### config.mk
export PLATFORM = sky130hd
export DESIGN_NAME = kernel_host
export DESIGN_NICKNAME = d
export VERILOG_FILES = /design/src/rtl/kernel_host.sv
export SDC_FILE = /design/constraint.sdc
export NUM_CORES = 1
export LEC_CHECK = 0
export CORE_MARGIN = 3
export CORE_UTILIZATION = 40
export CTS_CLUSTER_DIAMETER = 50
export DETAILED_ROUTE_END_ITERATION = 6
export PLACE_DENSITY = 0.69
export SLEW_MARGIN = 30
export SYNTH_ARGS = -nofsm -noshare
export SYNTH_HDL_FRONTEND = slang
export SYNTH_SLANG_ARGS = --single-unit
### constraint.sdc
create_clock -name clk -period 9.1 [get_ports clk]
set_input_delay 2.73 -clock clk [delete_from_list [all_inputs] [get_ports clk]]
set_output_delay 2.73 -clock clk [all_outputs]
set_load 0.01 [all_outputs]
### src/rtl/kernel_host.sv
// -----------------------------------------------------------------------------
// kernel_host
//
// Host-side driver for a synthesized kernel that uses the
// clk / r_enable / init_i / w_enable / result handshake.
//
// Arguments arrive on a valid/ready stream. Each accepted argument launches one
// kernel job: the argument is driven on kern_init_i and a one-cycle
// kern_r_enable pulse starts the kernel. The block then waits for the kernel's
// sticky done flag (kern_w_enable), captures kern_result and pushes it into a
// small result FIFO. A watchdog abandons a job that never finishes and pushes
// a flagged timeout entry (data 0) in its place.
//
// Handshake rule (both streams): a transfer happens on a rising clk edge where
// valid and ready are both 1. arg_ready does not depend on arg_valid, and
// res_valid does not depend on res_ready. An entry is popped when
// res_valid & res_ready.
//
// Ports
//   clk            in   1       clock, all logic on posedge
//   r_enable       in   1       synchronous active-high reset (also re-inits the kernel)
//   arg_valid      in   1       argument available
//   arg_ready      out  1       argument accepted this cycle (IDLE only)
//   arg_data       in   DATA_W  argument, becomes kern_init_i
//   kern_r_enable  out  1       kernel start/load pulse (held high during reset)
//   kern_init_i    out  DATA_W  latched argument for the kernel
//   kern_w_enable  in   1       kernel done, sticky until the next kern_r_enable
//   kern_result    in   DATA_W  kernel result, valid while kern_w_enable=1
//   res_valid      out  1       result FIFO non-empty
//   res_ready      in   1       consumer takes the head entry
//   res_data       out  DATA_W  head entry data (0 for timeout entries)
//   res_timeout    out  1       head entry is a timeout
//   busy           out  1       a job is in flight (state != IDLE)
//   job_count      out  CNT_W   entries pushed since reset, wrapping
//   dbg_state      out  2       FSM state: 0=IDLE 1=ISSUE 2=GUARD 3=WAIT
// -----------------------------------------------------------------------------
module kernel_host #(
    parameter int DATA_W  = 64,
    parameter int DEPTH   = 4,
    parameter int TIMEOUT = 1024,
    parameter int CNT_W   = 16
) (
    input  logic              clk,
    input  logic              r_enable,
    input  logic              arg_valid,
    output logic              arg_ready,
    input  logic [DATA_W-1:0] arg_data,
    output logic              kern_r_enable,
    output logic [DATA_W-1:0] kern_init_i,
    input  logic              kern_w_enable,
    input  logic [DATA_W-1:0] kern_result,
    output logic              res_valid,
    input  logic              res_ready,
    output logic [DATA_W-1:0] res_data,
    output logic              res_timeout,
    output logic              busy,
    output logic [CNT_W-1:0]  job_count,
    output logic [1:0]        dbg_state
);

    localparam int PTR_W  = (DEPTH > 1) ? $clog2(DEPTH) : 1;
    localparam int FCNT_W = PTR_W + 1;
    localparam int WD_W   = (TIMEOUT > 1) ? $clog2(TIMEOUT) : 1;

    localparam logic [WD_W-1:0]   WD_LAST   = WD_W'(TIMEOUT - 1);
    localparam logic [FCNT_W-1:0] FIFO_FULL = FCNT_W'(DEPTH);

    typedef enum logic [1:0] {
        S_IDLE  = 2'd0,
        S_ISSUE = 2'd1,
        S_GUARD = 2'd2,
        S_WAIT  = 2'd3
    } state_t;

    // -------------------------------------------------------------------------
    // Registers
    // -------------------------------------------------------------------------
    state_t              state_q, state_d;
    logic [WD_W-1:0]     wdog_q, wdog_d;
    logic [DATA_W-1:0]   init_q, init_d;
    logic [PTR_W-1:0]    wr_ptr_q, wr_ptr_d;
    logic [PTR_W-1:0]    rd_ptr_q, rd_ptr_d;
    logic [FCNT_W-1:0]   fcnt_q, fcnt_d;
    logic [CNT_W-1:0]    jobs_q, jobs_d;

    // FIFO storage is not reset; head outputs are don't-care while empty.
    logic [DATA_W-1:0]   data_mem [DEPTH];
    logic                tout_mem [DEPTH];

    // -------------------------------------------------------------------------
    // Combinational control
    // -------------------------------------------------------------------------
    logic              accept;
    logic              pop;
    logic              push;
    logic              push_tout;
    logic              push_ok;
    logic [DATA_W-1:0] push_data;

    assign arg_ready     = (state_q == S_IDLE) && !r_enable;
    assign accept        = arg_valid && arg_ready;
    assign res_valid     = (fcnt_q != '0) && !r_enable;
    assign pop           = res_valid && res_ready;
    // A full FIFO can still take an entry when its head leaves in the same cycle.
    assign push_ok       = (fcnt_q != FIFO_FULL) || pop;
    assign push_data     = push_tout ? '0 : kern_result;

    assign kern_r_enable = r_enable || (state_q == S_ISSUE);
    assign kern_init_i   = init_q;
    assign busy          = (state_q != S_IDLE) && !r_enable;
    assign job_count     = jobs_q;
    assign dbg_state     = state_q;
    assign res_data      = data_mem[rd_ptr_q];
    assign res_timeout   = tout_mem[rd_ptr_q];

    // Next-state logic of the job FSM.
    always_comb begin
        state_d   = state_q;
        wdog_d    = wdog_q;
        init_d    = init_q;
        push      = 1'b0;
        push_tout = 1'b0;
        case (state_q)
            S_IDLE: begin
                if (accept) begin
                    init_d  = arg_data;
                    state_d = S_ISSUE;
                end
            end
            S_ISSUE: begin
                state_d = S_GUARD;
            end
            S_GUARD: begin
                // The previous job's done flag may still be visible here; it
                // is deliberately not looked at in this cycle.
                wdog_d  = '0;
                state_d = S_WAIT;
            end
            S_WAIT: begin
                if (kern_w_enable) begin
                    // Done wins over timeout. Without room, hold here with the
                    // watchdog frozen; the kernel keeps its result stable.
                    if (push_ok) begin
                        push    = 1'b1;
                        state_d = S_IDLE;
                    end
                end else if (wdog_q == WD_LAST) begin
                    // Watchdog saturates at its last value until room appears.
                    if (push_ok) begin
                        push      = 1'b1;
                        push_tout = 1'b1;
                        state_d   = S_IDLE;
                    end
                end else begin
                    wdog_d = wdog_q + 1'b1;
                end
            end
            default: begin
                state_d = S_IDLE;
            end
        endcase
    end

    // FIFO pointer / occupancy and job counter next-state.
    always_comb begin
        wr_ptr_d = wr_ptr_q;
        rd_ptr_d = rd_ptr_q;
        fcnt_d   = fcnt_q;
        jobs_d   = jobs_q;
        if (push) begin
            wr_ptr_d = wr_ptr_q + 1'b1;
            jobs_d   = jobs_q + 1'b1;
        end
        if (pop) begin
            rd_ptr_d = rd_ptr_q + 1'b1;
        end
        if (push && !pop) begin
            fcnt_d = fcnt_q + 1'b1;
        end else if (pop && !push) begin
            fcnt_d = fcnt_q - 1'b1;
        end
    end

    // -------------------------------------------------------------------------
    // Sequential state
    // -------------------------------------------------------------------------
    always_ff @(posedge clk) begin
        if (r_enable) begin
            state_q  <= S_IDLE;
            wdog_q   <= '0;
            init_q   <= '0;
            wr_ptr_q <= '0;
            rd_ptr_q <= '0;
            fcnt_q   <= '0;
            jobs_q   <= '0;
        end else begin
            state_q  <= state_d;
            wdog_q   <= wdog_d;
            init_q   <= init_d;
            wr_ptr_q <= wr_ptr_d;
            rd_ptr_q <= rd_ptr_d;
            fcnt_q   <= fcnt_d;
            jobs_q   <= jobs_d;
        end
    end

    always_ff @(posedge clk) begin
        if (push && !r_enable) begin
            data_mem[wr_ptr_q] <= push_data;
            tout_mem[wr_ptr_q] <= push_tout;
        end
    end

endmodule

==> metrics.md <==
| Metric | Value |
|---|---|
| Pre-Repair DR Iteration Count | `6` |
| DRC viols | `0` |
| Worst-Margin Slew | `748 ps` |
| Setup Fix Bufs, Post-CTS | `0` |
| Core Box Area | `34,600 um^2` |
| Critical-path cell list | `buf_4, or2_2, clkdlybuf4s50_1` |
| Top cells by area, synth | `edfxtp_1 55%, dfxtp_1 14%, mux4_2 10%` |
| Comb pwr share | `14.9%` |
| Area leader, netlist | `edfxtp_1` |
| Post-Syn Instances | `941` |
| Share of layout cells above drive strength 1 | `12.8%` |
| Width of the die | `roughly 190 um` |
| Avg Cell Area, Syn | `15.0 um^2` |
| Startpoint types | `input pin` |
| Int Power | `roughly 3.2 mW` |
| Crit path time final | `6670 ps` |
| Worst Path Buf+Inv | `2` |
| Leakage power | `6.15 nW` |
| First-pass GRT wire length | `49.8 mm` |
| Status | `complete, no violations` |
| Initial Utilization | `40.7%` |
| CTS Sinks | `361` |
| Max IR drop VDD | `0.177 mV` |
| Max stage delay on crit path | `around 530 ps` |
| Sw power | `~960 uW` |
| Routed wire per std cell | `18.2 um` |
| Final Hold Fails | `0` |
| CP max FO | `55` |
| Critical path's slowest cell | `clkdlybuf4s50_1` |
| Synthesized Nets | `1,086` |
| Post-CTS Hold Buffers | `0` |
| Vias in the first global route | `around 9,000` |
| Nets | `1,369` |
| Die height | `just under 200 um` |
| FILL cells | `2,846` |
| Root Buffer | `clkbuf_16` |
| RSZ-0062 raised after global routing | `no` |
| WS Path Type | `in -> out` |
| Slew Limit Fails | `0` |
| Ys Warns | `0` |
| Total CTS buffers | `between 40 and 50` |
| H-tree levels | `2` |
| I/O Buffers | `283` |
| FF+latch count, synth | `around 360` |
| Clock latency on the worst-skew pair | `~520 ps` |
| FMAX | `150 MHz` |
| Setup TNS | `0 ps` |
| Final setup vio count | `0` |
| Top-area cell type share of the netlist area | `55.4%` |
| Rows | `68` |
| Clock group share of total power | `a little under 40%` |
| Library cells used by synthesis | `50` |
| Clock transition at path regs | `50 ps` |
| Cell Area, Synth | `14,100 um^2` |
| Worst path required time | `6370 ps` |
| Hold Crit Class | `reg -> reg` |
| Routed WL | `31.1 mm` |
| DR iter-0 viols | `426` |
| Seq/Total Area, Yosys | `69.8%` |
| Setup crit end kind | `output port` |
| Ys flop type | `edfxtp_1` |
| Post-synth EDFFs | `260` |
| Cell Pwr Density | `between 200 and 250 nW/um^2` |
| Drt via density | `5.04` |
| Initial antenna violation count | `2` |
| Sequential group share of total power | `between 40% and 50%` |
| Pin count of the biggest net entering global routing | `82` |
| Max-Cap Viols | `0` |
| Async set-reset flop share out of synthesis | `0%` |
| DP Wirelength | `18.8 mm` |
| Layout Area Growth over Synthesis | `33.4%` |
| Detail Route Antenna Nets | `0` |
| IO Count | `284` |
| Slew headroom | `roughly half` |
| Total gr overflow | `0` |
| Post-cts resize count | `0` |
| Largest delay contributor family on the critical path | `buffers and inverters` |
| RD Place Congestion | `0.773` |
| CTS tree | `done` |
| Final worst path period share | `between 70% and 80%` |
| Clock buffer depth | `3` |
| Final hold slack | `455 ps` |
| Global-route usage over all layers | `16.3%` |
| Crit path DAT | `3940 ps` |
| Clock Skew | `12.1 ps` |
| Via count | `approximately 8,600` |
| Sw Share | `between 20% and 30%` |
| Die Area | `37,500 um^2` |
final timing paths:
kind	from	end	slack [ps]	cells past startpoint
setup / recovery	r_enable	kern_r_enable	2430	3
hold / removal	kern_init_i[57]	kern_init_i[57]	450	2
hold reg to reg	kern_init_i[57]	kern_init_i[57]	450	2
setup reg to reg	wdog_q[3]	fcnt_q[2]	6400	10
cells in the mapped netlist (2+ instances only):
library cell and count:
edfxtp_1 260, nand2_1 139, dfxtp_1 101, o21ai_0 70, and2_1 68, mux4_2 65
clkbuf_1 41, nor2_1 27, nor2b_1 15, mux2_2 13, a21oi_1 11, ha_1 11
inv_1 11, nand4_1 11, nor3_1 11, buf_2 9, nand3_1 9, or3_1 8
nor3b_1 6, and3_1 4, and4_1 4, o31ai_1 4, or4_1 4, mux2i_1 3
xor2_1 3, a41o_1 2, buf_1 2, nand4b_1 2, nor4_1 2, nor4b_1 2
o2111ai_1 2, o21a_1 2, xnor2_1 2
layer usage:
metal | GRT usage, % | routed length (um) | vias to the layer above
li1 | - | - | 4088
met1 | 21.0 | 12900 | 4211
met2 | 27.3 | 15000 | 274
met3 | 4.87 | 2460 | 48
met4 | 4.23 | 693 | 2
met5 | 0 | 13 | -
per-stage QoR:
step / cells / power, mW / instance area (um^2) / setup WS, ps / utilization [%]
floorplan: 941 / 2.22 / 14100 / 398 / -
global placement: 1634 / 2.55 / 17400 / 2100 / 50.1
detailed placement: 1636 / 2.56 / 17400 / 2080 / 50.4
CTS: 1710 / 4.21 / 18800 / 2090 / 54.3
global route: 1711 / 4.32 / 18800 / 2350 / 54.3
finish: 1711 / 4.15 / 18800 / 2430 / 54.3
area by class of cell:
class / instances / area (um^2) / share of cell area (%)
Timing Repair Buffer: 293 / 2960 / 15.7
Tap cell: 455 / 569 / 3.03
Inverter: 12 / 45.0 / 0.240
Clock inverter: 22 / 226 / 1.20
Sequential cell: 361 / 9840 / 52.3
Clock buffer: 52 / 1130 / 6.01
Antenna cell: 1 / 2.50 / 0.0133
Multi-Input combinational cell: 515 / 4030 / 21.4
state kept, by name, indices dropped and copies added, names as in the netlist, named ones only:
| register | flops |
|---|---|
| tout_mem | 4 |
| wdog_q | 10 |
| dbg_state | 2 |
| data_mem | 256 |
| rd_ptr_q | 2 |
| fcnt_q | 3 |
| wr_ptr_q | 2 |
| job_count | 16 |
| kern_init_i | 64 |
power groups by stage:
stage                     clock network, mW  registers [mW]  logic (mW)
after floorplan                           0            1.95       0.267
after global routing                   1.74            1.92       0.668
after global placement                    0            1.93       0.611
after CTS                              1.68            1.91       0.625
final                                  1.63            1.90       0.616
after detailed placement                  0            1.94       0.622
cells in the final DEF, fill, tap and decap left out, drive strengths merged, types with 16 or more instances in the layout:
cell             n
clkdlybuf4s50  282
clkbuf          52
mux4            65
and2            68
nand2          139
inv             16
dfxtp          101
nor2            27
o21ai           70
edfxtp         260
logic make-up after synthesis:
| family | after synthesis | share of synthesized area [%] |
|---|---|---|
| flops | 361 | 69.8 |
| simple gates | 318 | 11.4 |
| compound gates | 98 | 3.87 |
| mux | 82 | 11.7 |
| buf+inv | 65 | 1.86 |
| fa+ha+maj | 12 | 1.12 |
| xor+xnor | 5 | 0.311 |
worst register-to-register path, stage by stage (launching register included):
cell and delay [ps]:
dfxtp_1 430, and4_1 290, a41o_1 310, nand3_1 270, inv_1 120, ha_1 180, inv_1 60, fa_1 370
xor2_1 180, or3_1 300, a21oi_1 140
Power figures use the tool's default switching activity.
